### config.mk
export PLATFORM = sky130hd
export DESIGN_NAME = acc_proc_core
export DESIGN_NICKNAME = d
export VERILOG_FILES = /design/src/rtl/acc_proc_pkg.sv /design/src/rtl/proc_regfile.sv /design/src/rtl/acc_proc_core.sv
export SDC_FILE = /design/constraint.sdc
export NUM_CORES = 1
export LEC_CHECK = 0
export CORE_AREA = 2 2 156 158
export DETAILED_ROUTE_END_ITERATION = 12
export DIE_AREA = 0 0 158 160
export GPL_TIMING_DRIVEN = 0
export MAX_ROUTING_LAYER = met4
export SLEW_MARGIN = 20
export SYNTH_ARGS = -nofsm -noshare
export SYNTH_HDL_FRONTEND = slang
export SYNTH_SLANG_ARGS = --single-unit
### constraint.sdc
create_clock -name clk -period 4.87 [get_ports clk]
set_input_delay 1.2175 -clock clk [delete_from_list [all_inputs] [get_ports clk]]
set_output_delay 1.2175 -clock clk [all_outputs]
set_load 0.02 [all_outputs]
### src/rtl/acc_proc_pkg.sv
`default_nettype none
// ============================================================================
// Module   : acc_proc_pkg
// Purpose  : Shared opcode and FSM state encodings for the accumulator core.
// Revision : 1.0 - initial release
// ============================================================================
package acc_proc_pkg;

    // Width of the opcode field at the top of every instruction word
    localparam int unsigned c_OPC_W = 4;

    typedef enum logic [3:0] {
        OP_ADD = 4'h0,
        OP_SUB = 4'h1,
        OP_AND = 4'h2,
        OP_OR  = 4'h3,
        OP_XOR = 4'h4,
        OP_SHL = 4'h5,
        OP_SHR = 4'h6,
        OP_LDA = 4'h7,
        OP_STA = 4'h8,
        OP_JMP = 4'h9,
        OP_JZ  = 4'hA,
        OP_JC  = 4'hB,
        OP_CMP = 4'hC,
        OP_MUL = 4'hD,
        OP_NOP = 4'hE,
        OP_HLT = 4'hF
    } opcode_e;

    typedef enum logic [1:0] {
        S_FETCH = 2'd0,
        S_EXEC  = 2'd1,
        S_HALT  = 2'd2
    } state_e;

endpackage
`default_nettype wire

### src/rtl/proc_regfile.sv
`default_nettype none
// ============================================================================
// Module   : proc_regfile
// Purpose  : 2^REG_AW x DATA_W register file, no reset. Two write ports
//            (core-internal has priority over external preload on the same
//            address), one operand read and one debug read, both
//            combinational.
// Revision : 1.0 - initial release
// ============================================================================
module proc_regfile
    import acc_proc_pkg::*;
#(
    parameter int DATA_W = 8,
    parameter int REG_AW = 4
) (
    input  logic              clk,
    input  logic              i_int_we,
    input  logic [REG_AW-1:0] i_int_waddr,
    input  logic [DATA_W-1:0] i_int_wdata,
    input  logic              i_ext_we,
    input  logic [REG_AW-1:0] i_ext_waddr,
    input  logic [DATA_W-1:0] i_ext_wdata,
    input  logic [REG_AW-1:0] i_rd_addr,
    output logic [DATA_W-1:0] o_rd_data,
    input  logic [REG_AW-1:0] i_dbg_addr,
    output logic [DATA_W-1:0] o_dbg_data
);

    localparam int c_DEPTH = 1 << REG_AW;

    logic [DATA_W-1:0] r_mem [c_DEPTH];
    logic              w_ext_blocked;

    // An external preload loses to a same-cycle core write of the same entry
    assign w_ext_blocked = i_int_we && (i_int_waddr == i_ext_waddr);

    // Storage update: both ports may write in one cycle to distinct entries
    always_ff @(posedge clk) begin
        if (i_ext_we && !w_ext_blocked) begin
            r_mem[i_ext_waddr] <= i_ext_wdata;
        end
        if (i_int_we) begin
            r_mem[i_int_waddr] <= i_int_wdata;
        end
    end

    assign o_rd_data  = r_mem[i_rd_addr];
    assign o_dbg_data = r_mem[i_dbg_addr];

endmodule
`default_nettype wire

### src/rtl/acc_proc_core.sv
`default_nettype none
// ============================================================================
// Module   : acc_proc_core
// Purpose  : Multi-cycle accumulator processor. FETCH latches an instruction
//            over a valid handshake, EXEC performs it, HLT parks the core in
//            HALT until reset. Carry/zero flags, conditional jumps, external
//            register preload and a debug read port.
// Options  : PROC_MUL_EN - when defined, opcode D is MUL; otherwise it is a
//            NOP and no multiplier exists.
// Revision : 1.0 - initial release
// ============================================================================
module acc_proc_core
    import acc_proc_pkg::*;
#(
    parameter int DATA_W = 8,
    parameter int REG_AW = 4,
    parameter int PC_W   = 8
) (
    input  logic                      clk,
    input  logic                      rst,
    output logic                      imem_req,
    output logic [PC_W-1:0]           imem_addr,
    input  logic                      imem_valid,
    input  logic [c_OPC_W+REG_AW-1:0] imem_data,
    input  logic                      rf_we,
    input  logic [REG_AW-1:0]         rf_waddr,
    input  logic [DATA_W-1:0]         rf_wdata,
    input  logic [REG_AW-1:0]         dbg_raddr,
    output logic [DATA_W-1:0]         dbg_rdata,
    output logic [DATA_W-1:0]         acc,
    output logic [PC_W-1:0]           pc,
    output logic                      flag_c,
    output logic                      flag_z,
    output logic                      halted
);

    localparam int c_IR_W = c_OPC_W + REG_AW;

    state_e              r_state;
    logic [PC_W-1:0]     r_pc;
    logic [DATA_W-1:0]   r_acc;
    logic [c_IR_W-1:0]   r_ir;
    logic                r_c;
    logic                r_z;
    logic                r_halted;

    opcode_e             w_op;
    logic [REG_AW-1:0]   w_reg;
    logic [DATA_W-1:0]   w_opnd;
    logic [DATA_W:0]     w_sum;
    logic [DATA_W:0]     w_diff;
    logic [PC_W-1:0]     w_jmp_tgt;
    logic [DATA_W-1:0]   w_acc_nx;
    logic                w_c_nx;
    logic                w_z_nx;
    logic                w_set_z;
    logic                w_jump;
    logic                w_sta;

    assign w_op  = opcode_e'(r_ir[c_IR_W-1 -: c_OPC_W]);
    assign w_reg = r_ir[REG_AW-1:0];

    proc_regfile #(
        .DATA_W (DATA_W),
        .REG_AW (REG_AW)
    ) u_regfile (
        .clk         (clk),
        .i_int_we    ((r_state == S_EXEC) && w_sta),
        .i_int_waddr (w_reg),
        .i_int_wdata (r_acc),
        .i_ext_we    (rf_we),
        .i_ext_waddr (rf_waddr),
        .i_ext_wdata (rf_wdata),
        .i_rd_addr   (w_reg),
        .o_rd_data   (w_opnd),
        .i_dbg_addr  (dbg_raddr),
        .o_dbg_data  (dbg_rdata)
    );

    // Jump target: low PC_W bits of the register, zero-extended if narrower
    generate
        if (DATA_W >= PC_W) begin : g_tgt_trunc
            assign w_jmp_tgt = w_opnd[PC_W-1:0];
        end else begin : g_tgt_zext
            assign w_jmp_tgt = {{(PC_W-DATA_W){1'b0}}, w_opnd};
        end
    endgenerate

    // Extra bit on the top catches the add carry / subtract borrow
    assign w_sum  = {1'b0, r_acc} + {1'b0, w_opnd};
    assign w_diff = {1'b0, r_acc} - {1'b0, w_opnd};

`ifdef PROC_MUL_EN
    logic [2*DATA_W-1:0] w_prod;
    assign w_prod = {{DATA_W{1'b0}}, r_acc} * {{DATA_W{1'b0}}, w_opnd};
`endif

    // ALU: next accumulator, flags, store strobe and jump decision for ir
    always_comb begin
        w_acc_nx = r_acc;
        w_c_nx   = r_c;
        w_z_nx   = r_z;
        w_set_z  = 1'b0;
        w_jump   = 1'b0;
        w_sta    = 1'b0;
        case (w_op)
            OP_ADD: begin
                w_acc_nx = w_sum[DATA_W-1:0];
                w_c_nx   = w_sum[DATA_W];
                w_set_z  = 1'b1;
            end
            OP_SUB: begin
                w_acc_nx = w_diff[DATA_W-1:0];
                w_c_nx   = w_diff[DATA_W];
                w_set_z  = 1'b1;
            end
            OP_AND: begin
                w_acc_nx = r_acc & w_opnd;
                w_c_nx   = 1'b0;
                w_set_z  = 1'b1;
            end
            OP_OR: begin
                w_acc_nx = r_acc | w_opnd;
                w_c_nx   = 1'b0;
                w_set_z  = 1'b1;
            end
            OP_XOR: begin
                w_acc_nx = r_acc ^ w_opnd;
                w_c_nx   = 1'b0;
                w_set_z  = 1'b1;
            end
            OP_SHL: begin
                w_acc_nx = {r_acc[DATA_W-2:0], 1'b0};
                w_c_nx   = r_acc[DATA_W-1];
                w_set_z  = 1'b1;
            end
            OP_SHR: begin
                w_acc_nx = {1'b0, r_acc[DATA_W-1:1]};
                w_c_nx   = r_acc[0];
                w_set_z  = 1'b1;
            end
            OP_LDA: begin
                w_acc_nx = w_opnd;
                w_c_nx   = 1'b0;
                w_set_z  = 1'b1;
            end
            OP_STA: w_sta  = 1'b1;
            OP_JMP: w_jump = 1'b1;
            OP_JZ:  w_jump = r_z;
            OP_JC:  w_jump = r_c;
            OP_CMP: begin
                w_c_nx = w_diff[DATA_W];
                w_z_nx = (r_acc == w_opnd);
            end
`ifdef PROC_MUL_EN
            OP_MUL: begin
                w_acc_nx = w_prod[DATA_W-1:0];
                w_c_nx   = |w_prod[2*DATA_W-1:DATA_W];
                w_set_z  = 1'b1;
            end
`else
            OP_MUL: begin
            end
`endif
            OP_NOP: begin
            end
            OP_HLT: begin
            end
            default: begin
            end
        endcase
        if (w_set_z) begin
            w_z_nx = (w_acc_nx == '0);
        end
    end

    // Control FSM and architectural state; reset aborts any instruction
    always_ff @(posedge clk or negedge rst) begin
        if (!rst) begin
            r_state  <= S_FETCH;
            r_pc     <= '0;
            r_acc    <= '0;
            r_ir     <= '0;
            r_c      <= 1'b0;
            r_z      <= 1'b0;
            r_halted <= 1'b0;
        end else begin
            case (r_state)
                S_FETCH: begin
                    if (imem_valid) begin
                        r_ir    <= imem_data;
                        r_pc    <= r_pc + PC_W'(1);
                        r_state <= S_EXEC;
                    end
                end
                S_EXEC: begin
                    r_acc <= w_acc_nx;
                    r_c   <= w_c_nx;
                    r_z   <= w_z_nx;
                    if (w_jump) begin
                        r_pc <= w_jmp_tgt;
                    end
                    if (w_op == OP_HLT) begin
                        r_state  <= S_HALT;
                        r_halted <= 1'b1;
                    end else begin
                        r_state <= S_FETCH;
                    end
                end
                S_HALT: begin
                    r_state <= S_HALT;
                end
                default: begin
                    r_state <= S_FETCH;
                end
            endcase
        end
    end

    assign imem_req  = (r_state == S_FETCH);
    assign imem_addr = r_pc;
    assign pc        = r_pc;
    assign acc       = r_acc;
    assign flag_c    = r_c;
    assign flag_z    = r_z;
    assign halted    = r_halted;

endmodule
`default_nettype wire

== After elaboration in Yosys (flattened, before gate mapping) ==
Memories as Yosys holds them, arrays and structs flattened.
Index checks and enable logic that the tools add are counted.

* Register bits: 29
* Bits in writable memories: 128
* Input port bits: 28
* Output and inout port bits: 36
* Logic and storage cells: 68
* Memories kept: 1

{| class="wikitable"
|+ Memories
! memory !! depth !! bits a word !! rd ports !! clocked after Yosys merged registers in !! write ports !! line !! RTL
|-
| u_regfile.r_mem || 16 || 8 || 2 || 0 || 2 || proc_regfile.sv:31 || <nowiki>logic [DATA_W-1:0] r_mem [c_DEPTH];</nowiki>
|}

* Add/subtract/negate cells: 3
* Equality and inequality tests: 19
* Multiplexer cells: 17
* Bitwise logic cells: 3
* Reduce and logical (&&, ||, !) cells: 18

{| class="wikitable"
|+ Operators by type and width
! cell !! number
|-
| 8-bit one-hot mux with 8 select lines || 1
|-
| 4-bit == test (second input constant) || 6
|-
| 4-bit by 3-bit == test with 1-bit output (second input constant) || 4
|-
| 8-bit 2-to-1 mux || 2
|-
| 8-bit one-hot mux with 2 select lines || 1
|-
| 8-bit by 8-bit adder with 9-bit output || 1
|-
| 8-bit by 8-bit subtractor with 9-bit output || 1
|-
| 8-bit by 1-bit adder with 8-bit output (second input constant) || 1
|-
| 8-bit bitwise AND || 1
|-
| 4-bit by 2-bit == test with 1-bit output (second input constant) || 2
|-
| 8-bit == test || 1
|-
| 8-bit logical NOT || 1
|-
| 1-bit 2-to-1 mux || 8
|-
| 8-bit bitwise OR || 1
|-
| 2-bit AND reduction || 4
|-
| 8-bit OR reduction || 1
|-
| 8-bit bitwise XOR || 1
|-
| 2-bit one-hot mux with 3 select lines || 1
|-
| 1-bit one-hot mux with 5 select lines || 1
|-
| 5-bit nonzero test || 1
|-
| 4-bit by 1-bit == test with 1-bit output (second input constant) || 1
|-
| 4-bit == test || 1
|-
| 4-bit logical NOT || 1
|-
| 2-bit 2-to-1 mux || 2
|-
| 12 further kinds || 15
|}

== Logic depth before layout (Yosys ltp) ==
Gate-level depths: netlist (run 1).

* Depth in word-level cells: 8
* Mapped depth: 17
* Gate-level depth less buffers: 14

== Modules after synthesis ==
From an unflattened synthesis (run 1), not the netlist that was laid out.

* Cell total of the unflattened synthesis: 821
* Area, all modules: 10552.6 µm²

{| class="wikitable"
|+ Modules (own cells, without submodules)
! module !! times used !! cells an instance !! area each (µm²) !! sequential area each (µm²)
|-
| proc_regfile || 1 || 477 || 7668.6 || 3843.7
|-
| acc_proc_core || 1 || 344 || 2884.0 || 725.7
|}

== Worst setup path after synthesis (run 1) ==
OpenSTA, ideal clock, no wires.

* Path type: input port to output port
* Start point: input dbg_raddr[0]
* End point: output dbg_rdata[0]
* Arrival: 2.800 ns
* Data required time: 3.653 ns
* Slack: 0.852 ns
* Cell stages on the path: 4
* Cells stage by stage: clkbuf_1 > buf_2 > mux4_2 > mux4_2

* Cells in the longest elaborated chain, start to end: 1

{| class="wikitable"
|+ Ends and longest elaborated chain
! element !! line !! RTL
|-
| from (decl) || acc_proc_core.sv:28 || <nowiki>input logic [REG_AW-1:0] dbg_raddr,</nowiki>
|-
| memory 16 x 8 bit || - ||
|-
| to (decl) || acc_proc_core.sv:29 || <nowiki>output logic [DATA_W-1:0] dbg_rdata,</nowiki>
|}

No other way between the ends.

== Final worst setup path (run 1) ==
* Start point: input dbg_raddr[1]
* End point: output dbg_rdata[1]

Same word-level chain as after synthesis.

==> impl_metrics.csv, run 1 <==
group,metric,value,unit
power_and_ir_drop,leakagePower,4.33,nW
die,io_pins,64,
route,vias,8027,
clock_network,clockRootBuffer,"clkbuf_16",
die,die-height,160,um
worst_setup_path,cpPeakStageDelay,0.59,ns
sta,hold_viol_final,0,
global_route,antenna_found_initial,0,
sta,fin_crit,4.83,ns
clock_network,h-tree-depth,4,
route,drc_errors,0,
clock_network,clk_path_buf_depth,2,
logic_synthesis,ys_seq_area_share,43.8,%
layout,fin_util,51.0,%
worst_setup_path,cp_max_fo,10,
global_route,grt_max_degree,30,
layout,nFillCells,2136,
worst_setup_path,crit_path_start_kind,"primary input",
sta,setup_slack,0.0368,ns
run_status,outcome,"complete, no violations",
logic_synthesis,synth_fp_nets,918,
global_route,grt_pass1_vias,7844,
clock_network,cts.sinks,157,
logic_synthesis,synthesis.area,10400,um2
placed_design,numPortBuffers,60,
layout,syn_to_final_growth,16.4,%
route,drtIter0Drc,825,
clock_network,cts_hold_buf,0,
die,dieArea,25300,um2
die,dieWidth,158,um
route,routed_wl,34300,um
sta,rsz0062_at_grt,"true",
die,core_area,23800,um2
route,ant_nets,0,
worst_setup_path,crit_type,"primary input to output port",
logic_synthesis,synthFlopType,"edfxtp_1",
route,drtPass1Iterations,5,
worst_setup_path,arrival,3.62,ns
flow_run,maxCapViolCount,0,
sta,fin_crit_sh,99.2,%
worst_setup_path,cpMaxStageDelayCell,"clkdlybuf4s50_1",
logic_synthesis,synth_seq_cells,157,
logic_synthesis,synth_cell_types,70,
sta,worst_pin_slew,1.17,ns
clock_network,path_clk_slew,0.07,ns
die,initial_core_util,43.8,%
placed_design,dpl.hpwl,25500,um
logic_synthesis,synth_cells,859,
layout,fin_nets,1001,
sta,setup_violations,0,
layout,diodes,0,
placed_design,pre_cts_ws,-0.359,ns
logic_synthesis,yosysWarnings,0,
power_and_ir_drop,max-vdd-ir-drop,0.236,mV
route,avgRoutedWirePerCell,26.8,um
route,viasPerCell,6.28,
global_route,overflow,0,
global_route,grt_pass1_wl,50500,um
layout,drive_gt1_share,25.1,%
logic_synthesis,synth_enable_flop_cells,128,
die,placementRows,57,
min_path,hp-class,"register to register",
sta,fin_skew,0.0103,ns
sta,fmax,207,MHz
placed_design,routabilityCongestion,0.988,
sta,tns,0,ns
worst_setup_path,path_cells,"clkdlybuf4s50_1 > clkbuf_4 > mux4_2 > mux4_2 > clkdlybuf4s50_1",
sta,maxSlewHeadroom,21.9,%
clock_network,clk-insertion-delay-late,0.44,ns
layout,final_common_cell,"edfxtp_1",
logic_synthesis,syn_area_per_cell,12.2,um2
logic_synthesis,synthArstFlopShare,18.5,%
clock_network,cts_tree,"built",
layout,register_area,4570,um2
global_route,track_usage,28.6,%
power_and_ir_drop,power.density,489,nW/um2
clock_network,cts_buffers,17,
worst_setup_path,endpoint_kind,"output port",
layout,final_cell_mix,"edfxtp_1, mux2_2, nand2_1",
sta,slew_violations,0,
worst_setup_path,worstPathRequired,3.65,ns
layout,multi_input_area,5440,um2
[state kept, by name (all words and copies together) (netlist names)]
signal	cells
halted	1
r_ir	8
u_regfile.r_mem	128
flag_c	1
flag_z	1
r_state	2
imem_addr	8
acc	8
[final cells by class]
type                    instances  area share [%]
flip-flops and latches        157            37.6
multi-input cells             597            44.8
inverters                      30           0.927
clock buffers                  19            3.56
well taps                     324            3.34
repair buffers                 65            5.31
plain buffers                  74            3.13
clock inverters                13            1.35
[per-stage QoR]
step / area [um2] / hold WS [ns] / cells / power (W)
floorplan: 10400 / 0.473 / 859 / 0.00356
global placement: 11400 / 0.456 / 1243 / 0.00452
detailed placement: 11500 / 0.463 / 1247 / 0.00453
CTS: 12100 / 0.479 / 1279 / 0.00592
global route: 12200 / 0.511 / 1279 / 0.00624
finish: 12200 / 0.481 / 1279 / 0.00594
[where the power goes]
group	switching [W]	total (W)	internal (W)
combinational	0.00167	0.00279	0.00113
clock	0.000583	0.00139	0.000811
sequential	0.000190	0.00175	0.00156
[Yosys cell counts (3+ instances only)]
master | instances | area [um2]
a211oi_1 | 5 | 37.5
a21o_1 | 3 | 22.5
a21oi_1 | 37 | 185
a221o_1 | 3 | 30.0
a221oi_1 | 6 | 52.6
a22oi_1 | 3 | 22.5
a31oi_1 | 4 | 25.0
and3_1 | 3 | 18.8
buf_1 | 4 | 15.0
buf_2 | 13 | 65.1
buf_4 | 10 | 75.1
clkbuf_1 | 45 | 169
dfrtp_1 | 29 | 726
edfxtp_1 | 128 | 3840
ha_1 | 29 | 363
inv_1 | 29 | 109
mux2_2 | 95 | 1070
mux2i_1 | 16 | 160
mux4_1 | 10 | 263
mux4_2 | 62 | 1400
nand2_1 | 86 | 323
nand2b_1 | 12 | 75.1
nand3_1 | 16 | 80.1
nand3b_1 | 3 | 22.5
nor2_1 | 44 | 165
nor2b_1 | 11 | 68.8
nor3_1 | 4 | 20.0
nor4_1 | 3 | 18.8
o211ai_1 | 3 | 22.5
o21ai_0 | 70 | 350
o21bai_1 | 3 | 22.5
o22a_1 | 8 | 70.1
o22ai_1 | 10 | 62.6
o2bb2ai_1 | 3 | 26.3
xnor2_1 | 3 | 26.3
xor2_1 | 5 | 43.8
[per-layer routing]
metal / track usage [%] / vias up / part of all wire [%]
li1: - / 3472 / -
met1: 38.9 / 4060 / 42
met5: - / - / 0
met2: 44.2 / 408 / 48
met3: 3.99 / 87 / 7.1
met4: 10.2 / 0 / 3.3
[cell families after synthesis]
logic type | Yosys count | share of synthesized area [%]
simple gates | 198 | 8.76
mux | 183 | 27.7
xor+xnor | 8 | 0.671
fa+ha+maj | 31 | 3.86
compound gates | 177 | 10.7
buf+inv | 105 | 4.59
flops | 157 | 43.8
[worst max-delay path, delay by kind of cell]
| kind | cells | cell delay (ns) |
|---|---|---|
| buffers and inverters | 3 | 1.49 |
| muxes | 2 | 0.90 |
[path summary, 6_finish.rpt]
kind | startpoint | endpoint | slack [ns] | depth (start not counted)
max | dbg_raddr[1] | dbg_rdata[1] | 0.04 | 5
min | halted | halted | 0.48 | 1
max reg2reg | r_ir[3] | flag_z | 0.07 | 15
min reg2reg | halted | halted | 0.48 | 1
max in group asynchronous | rst | r_ir[1] | 3.96 | 2
min in group asynchronous | rst | acc[2] | 0.71 | 2
[what timing repair did]
action                     CTS  global route
gates resized for setup      7             5
setup endpoints to repair    9            11
cloned                       0             0
buffers inserted             0             0
No activity file was read; power rests on OpenSTA's default activity.
==> inputs of run 2 (changes only) <==
- SETUP_SLACK_MARGIN: unset -> 0.2
==> impl_metrics.csv, run 2 (synthesized netlist as in run 1, its figures left out) <==
group,metric,value,unit
die,placementRows,57,
sta,fin_crit,4.54,ns
run_status,outcome,"complete, no violations",
clock_network,ctsResizeCount,20,
power_and_ir_drop,power.density,488,nW/um2
worst_setup_path,crit_path_start_kind,"primary input",
sta,rsz0062_at_grt,"false",
worst_setup_path,cp_max_fo,10,
global_route,grt_pass1_wl,50500,um
die,core_area,23800,um2
worst_setup_path,crit_type,"primary input to output port",
power_and_ir_drop,leakagePower,4.36,nW
placed_design,numPortBuffers,60,
worst_setup_path,path_cells,"clkbuf_2 > buf_6 > mux4_2 > mux4_2 > clkdlybuf4s50_1",
flow_run,maxCapViolCount,0,
layout,diodes,0,
clock_network,cts_tree,"built",
min_path,whs_path_depth,1,
layout,nFillCells,2123,
worst_setup_path,cpMaxStageDelayCell,"mux4_2",
clock_network,cts.sinks,157,
layout,fin_util,51.2,%
die,die-height,160,um
clock_network,h-tree-depth,4,
die,dieWidth,158,um
global_route,track_usage,28.6,%
route,routed_wl,34400,um
global_route,overflow,0,
layout,regMostFlops,"u_regfile.r_mem",
route,drtPass1Iterations,5,
clock_network,clk-insertion-delay-late,0.44,ns
layout,fin_nets,1002,
worst_setup_path,worstPathRequired,3.65,ns
power_and_ir_drop,power,0.00596,W
sta,maxSlewHeadroom,20.1,%
route,viasPerCell,6.30,
placed_design,dpl.hpwl,25500,um
worst_setup_path,arrival,3.32,ns
sta,fin_skew,0.00972,ns
layout,drive_gt1_share,25.4,%
worst_setup_path,crit_top_cell,"mux4_2",
placed_design,place_area,11500,um2
layout,largest_reg_flops,128,
worst_setup_path,endpoint_kind,"output port",
route,ant_nets,0,
layout,final_cell_mix,"edfxtp_1, mux2_2, nand2_1",
die,io_pins,64,
sta,hold_viol_final,0,
sta,worst_pin_slew,1.19,ns
route,vias,8061,
route,drc_errors,0,
clock_network,cts_hold_buf,0,
sta,fin_crit_sh,93.2,%
sta,setup_violations,0,
clock_network,clockRootBuffer,"clkbuf_16",
die,initial_core_util,43.8,%
layout,final_common_cell,"edfxtp_1",
sta,fmax,220,MHz
global_route,grt_pass1_vias,7845,
min_path,hp-class,"register to register",
route,avgRoutedWirePerCell,26.9,um
clock_network,post_cts_buffers,0,
sta,slew_violations,0,
layout,syn_to_final_growth,16.9,%
clock_network,path_clk_slew,0.07,ns
layout,final_cell_area,12200,um2
placed_design,routabilityCongestion,0.988,
global_route,antenna_found_initial,0,
die,dieArea,25300,um2
worst_setup_path,cpPeakStageDelay,0.58,ns
worst_setup_path,r2r_cells,16,
clock_network,cts_buffers,17,
global_route,grt_max_degree,30,
sta,tns,0,ns
power_and_ir_drop,max-vdd-ir-drop,0.236,mV
sta,fin_worst_hold_slack,0.481,ns
route,drtIter0Drc,854,
clock_network,clk_path_buf_depth,2,
[run 2: cell count changes in the layout (fill, tap and decap cells not counted), sizes merged]
cell and delta:
buf +2, clkbuf -1, clkdlybuf4s50 -1, dlygate4sd2 +1
[run 2: per-stage QoR]
stage	cells	worst slack, ns
2_1_floorplan	859	0.852
5_1_grt	1280	0.241
6_report	1280	0.334
3_3_place_gp	1243	-0.355
3_5_place_dp	1247	-0.359
4_1_cts	1279	0.257
[run 2: power breakdown]
group	total (W)	switching, W	internal [W]
logic	0.00282	0.00168	0.00114
registers	0.00175	0.000189	0.00156
clock network	0.00139	0.000579	0.000811
total	0.00596	0.00244	0.00351
[run 2: worst paths after layout]
kind,slack (ns),endpoint,from
min,0.48,halted,halted
max,0.33,dbg_rdata[1],dbg_raddr[0]
max reg2reg,0.47,flag_z,r_ir[1]
min in group asynchronous,0.71,acc[2],rst
max in group asynchronous,3.96,r_ir[1],rst
min reg2reg,0.48,halted,halted
[run 2: layout make-up]
type,instances,area (um2),area share (%)
Buffer,75,423,3.46
Clock buffer,19,433,3.55
Clock inverter,13,164,1.34
Inverter,30,113,0.923
Multi-Input combinational cell,597,5450,44.7
Sequential cell,157,4570,37.4
Tap cell,324,405,3.32
Timing Repair Buffer,65,644,5.28
[run 2: per-layer routing]
metal	vias to the layer above	track usage (%)	part of all wire [%]	wire, um
li1	3474	-	-	-
met1	4071	38.8	42	14400
met2	423	44.2	47	16300
met3	93	3.99	7.0	2390
met4	0	10.1	3.7	1290
met5	-	-	0	0
[run 2: critical path: cells and delay by family]
kind | cells | cell delay, ns
muxes | 2 | 1.08
buffers and inverters | 3 | 1.01
==> inputs of run 3 (changes only) <==
- PLACE_DENSITY: unset -> 0.7
==> impl_metrics.csv, run 3 (synthesized netlist as in run 1, its figures left out) <==
group,metric,value,unit
clock_network,path_clk_slew,0.06,ns
die,initial_core_util,43.8,%
layout,fin_nets,1003,
flow_run,maxCapViolCount,0,
die,die-height,160,um
clock_network,cts_tree,"built",
sta,setup_violations,0,
worst_setup_path,worstPathRequired,3.65,ns
layout,drive_gt1_share,25.4,%
layout,regMostFlops,"u_regfile.r_mem",
route,viasPerCell,6.32,
clock_network,cts_buffers,17,
sta,fin_crit,4.49,ns
run_status,outcome,"complete, no violations",
clock_network,clockRootBuffer,"clkbuf_16",
sta,fin_crit_sh,92.2,%
sta,slew_violations,0,
global_route,grt_use_met1,36.7,%
worst_setup_path,endpoint_kind,"output port",
global_route,met2_usage,43.1,%
placed_design,routabilityCongestion,0.994,
die,dieWidth,158,um
clock_network,post_cts_buffers,0,
layout,largest_reg_flops,128,
route,drtPass1Iterations,8,
route,ant_nets,0,
layout,diodes,0,
clock_network,cts.sinks,157,
sta,hold_viol_final,0,
clock_network,clk-insertion-delay-late,0.44,ns
route,vias,8092,
worst_setup_path,crit_type,"primary input to output port",
sta,fin_skew,0.0102,ns
min_path,hp-class,"register to register",
sta,maxSlewHeadroom,18.3,%
worst_setup_path,cp_max_fo,10,
route,drtIter0Drc,1239,
clock_network,clk_path_buf_depth,2,
route,drc_errors,0,
die,core_area,23800,um2
global_route,grt_pass1_vias,7904,
clock_network,h-tree-depth,4,
sta,tns,0,ns
placed_design,numPortBuffers,60,
global_route,overflow,0,
layout,syn_to_final_growth,16.7,%
route,avgRoutedWirePerCell,26.0,um
global_route,antenna_found_initial,0,
power_and_ir_drop,power,0.00588,W
worst_setup_path,crit_path_start_kind,"primary input",
route,routed_wl,33200,um
global_route,grtUsageMet3,4.23,%
global_route,grt_max_degree,23,
global_route,track_usage,27.8,%
die,placementRows,57,
power_and_ir_drop,max-vdd-ir-drop,0.242,mV
layout,final_common_cell,"edfxtp_1",
die,dieArea,25300,um2
placed_design,dpl.hpwl,24700,um
die,io_pins,64,
power_and_ir_drop,leakagePower,4.36,nW
sta,worst_pin_slew,1.22,ns
global_route,top_usage_layer,"met2",
global_route,grt_pass1_wl,49700,um
sta,fmax,223,MHz
layout,final_cell_mix,"edfxtp_1, mux2_2, nand2_1",
power_and_ir_drop,power.density,483,nW/um2
worst_setup_path,arrival,3.27,ns
sta,rsz0062_at_grt,"false",
==> run 3: cell types whose count changed in the layout (fill, tap and decap cells not counted), sizes merged <==
cell,before,now
clkdlybuf4s50,58,55
dlygate4sd2,1,4
inv,34,35
bufinv,3,2
buf,35,36
==> run 3: what timing repair did <==
item	in CTS	in global routing
resized for setup	18	12
gates cloned	0	0
hold buffers	0	0
endpoints found under the setup margin	9	7
==> run 3: path summary, 6_finish.rpt <==
kind,depth (start not counted),start,end,slack [ns]
min in group asynchronous,1,rst,acc[0],0.66
hold / removal,1,halted,halted,0.47
hold reg to reg,1,halted,halted,0.47
setup reg to reg,16,r_ir[1],flag_z,0.49
setup / recovery,5,dbg_raddr[1],dbg_rdata[7],0.38
max in group asynchronous,2,rst,acc[5],3.80
==> run 3: final cells by class <==
class                      instances  area [um2]
fill                            2099       11600
multi-input combinational        597        5430
sequential                       157        4570
timing repair buffer              66         653
clock buffer                      19         433
buffer                            75         423
tap                              324         405
clock inverter                    13         156
inverter                          30         113
==> run 3: through the flow <==
step                      area, um2  util, %  hold WS [ns]  worst slack [ns]  cells
final                         12200     51.2         0.466             0.381   1281
after floorplan               10400        -         0.473             0.852    859
after CTS                     12100     51.0         0.470             0.200   1279
after global routing          12200     51.2         0.519             0.241   1281
after global placement        11400     48.1         0.451            -0.316   1243
after detailed placement      11500     48.3         0.456            -0.308   1247
==> run 3: routing by layer <==
layer | part of all wire [%] | up-vias
met3 | 9.1 | 110
li1 | - | 3468
met2 | 48 | 489
met4 | 4.7 | 0
met1 | 38 | 4025
met5 | 0 | -
==> run 3: worst max-delay path, stage by stage <==
cell	delay (ns)
dlygate4sd2_1	0.36
clkbuf_8	0.29
mux4_2	0.36
mux4_2	0.48
clkdlybuf4s50_1	0.55
==> run 3: report_power, final <==
group | switching [W] | leakage [nW] | internal, W | total (W)
combinational | 0.00165 | 2.58 | 0.00114 | 0.00278
sequential | 0.000182 | 1.49 | 0.00156 | 0.00174
clock | 0.000584 | 0.282 | 0.000769 | 0.00135
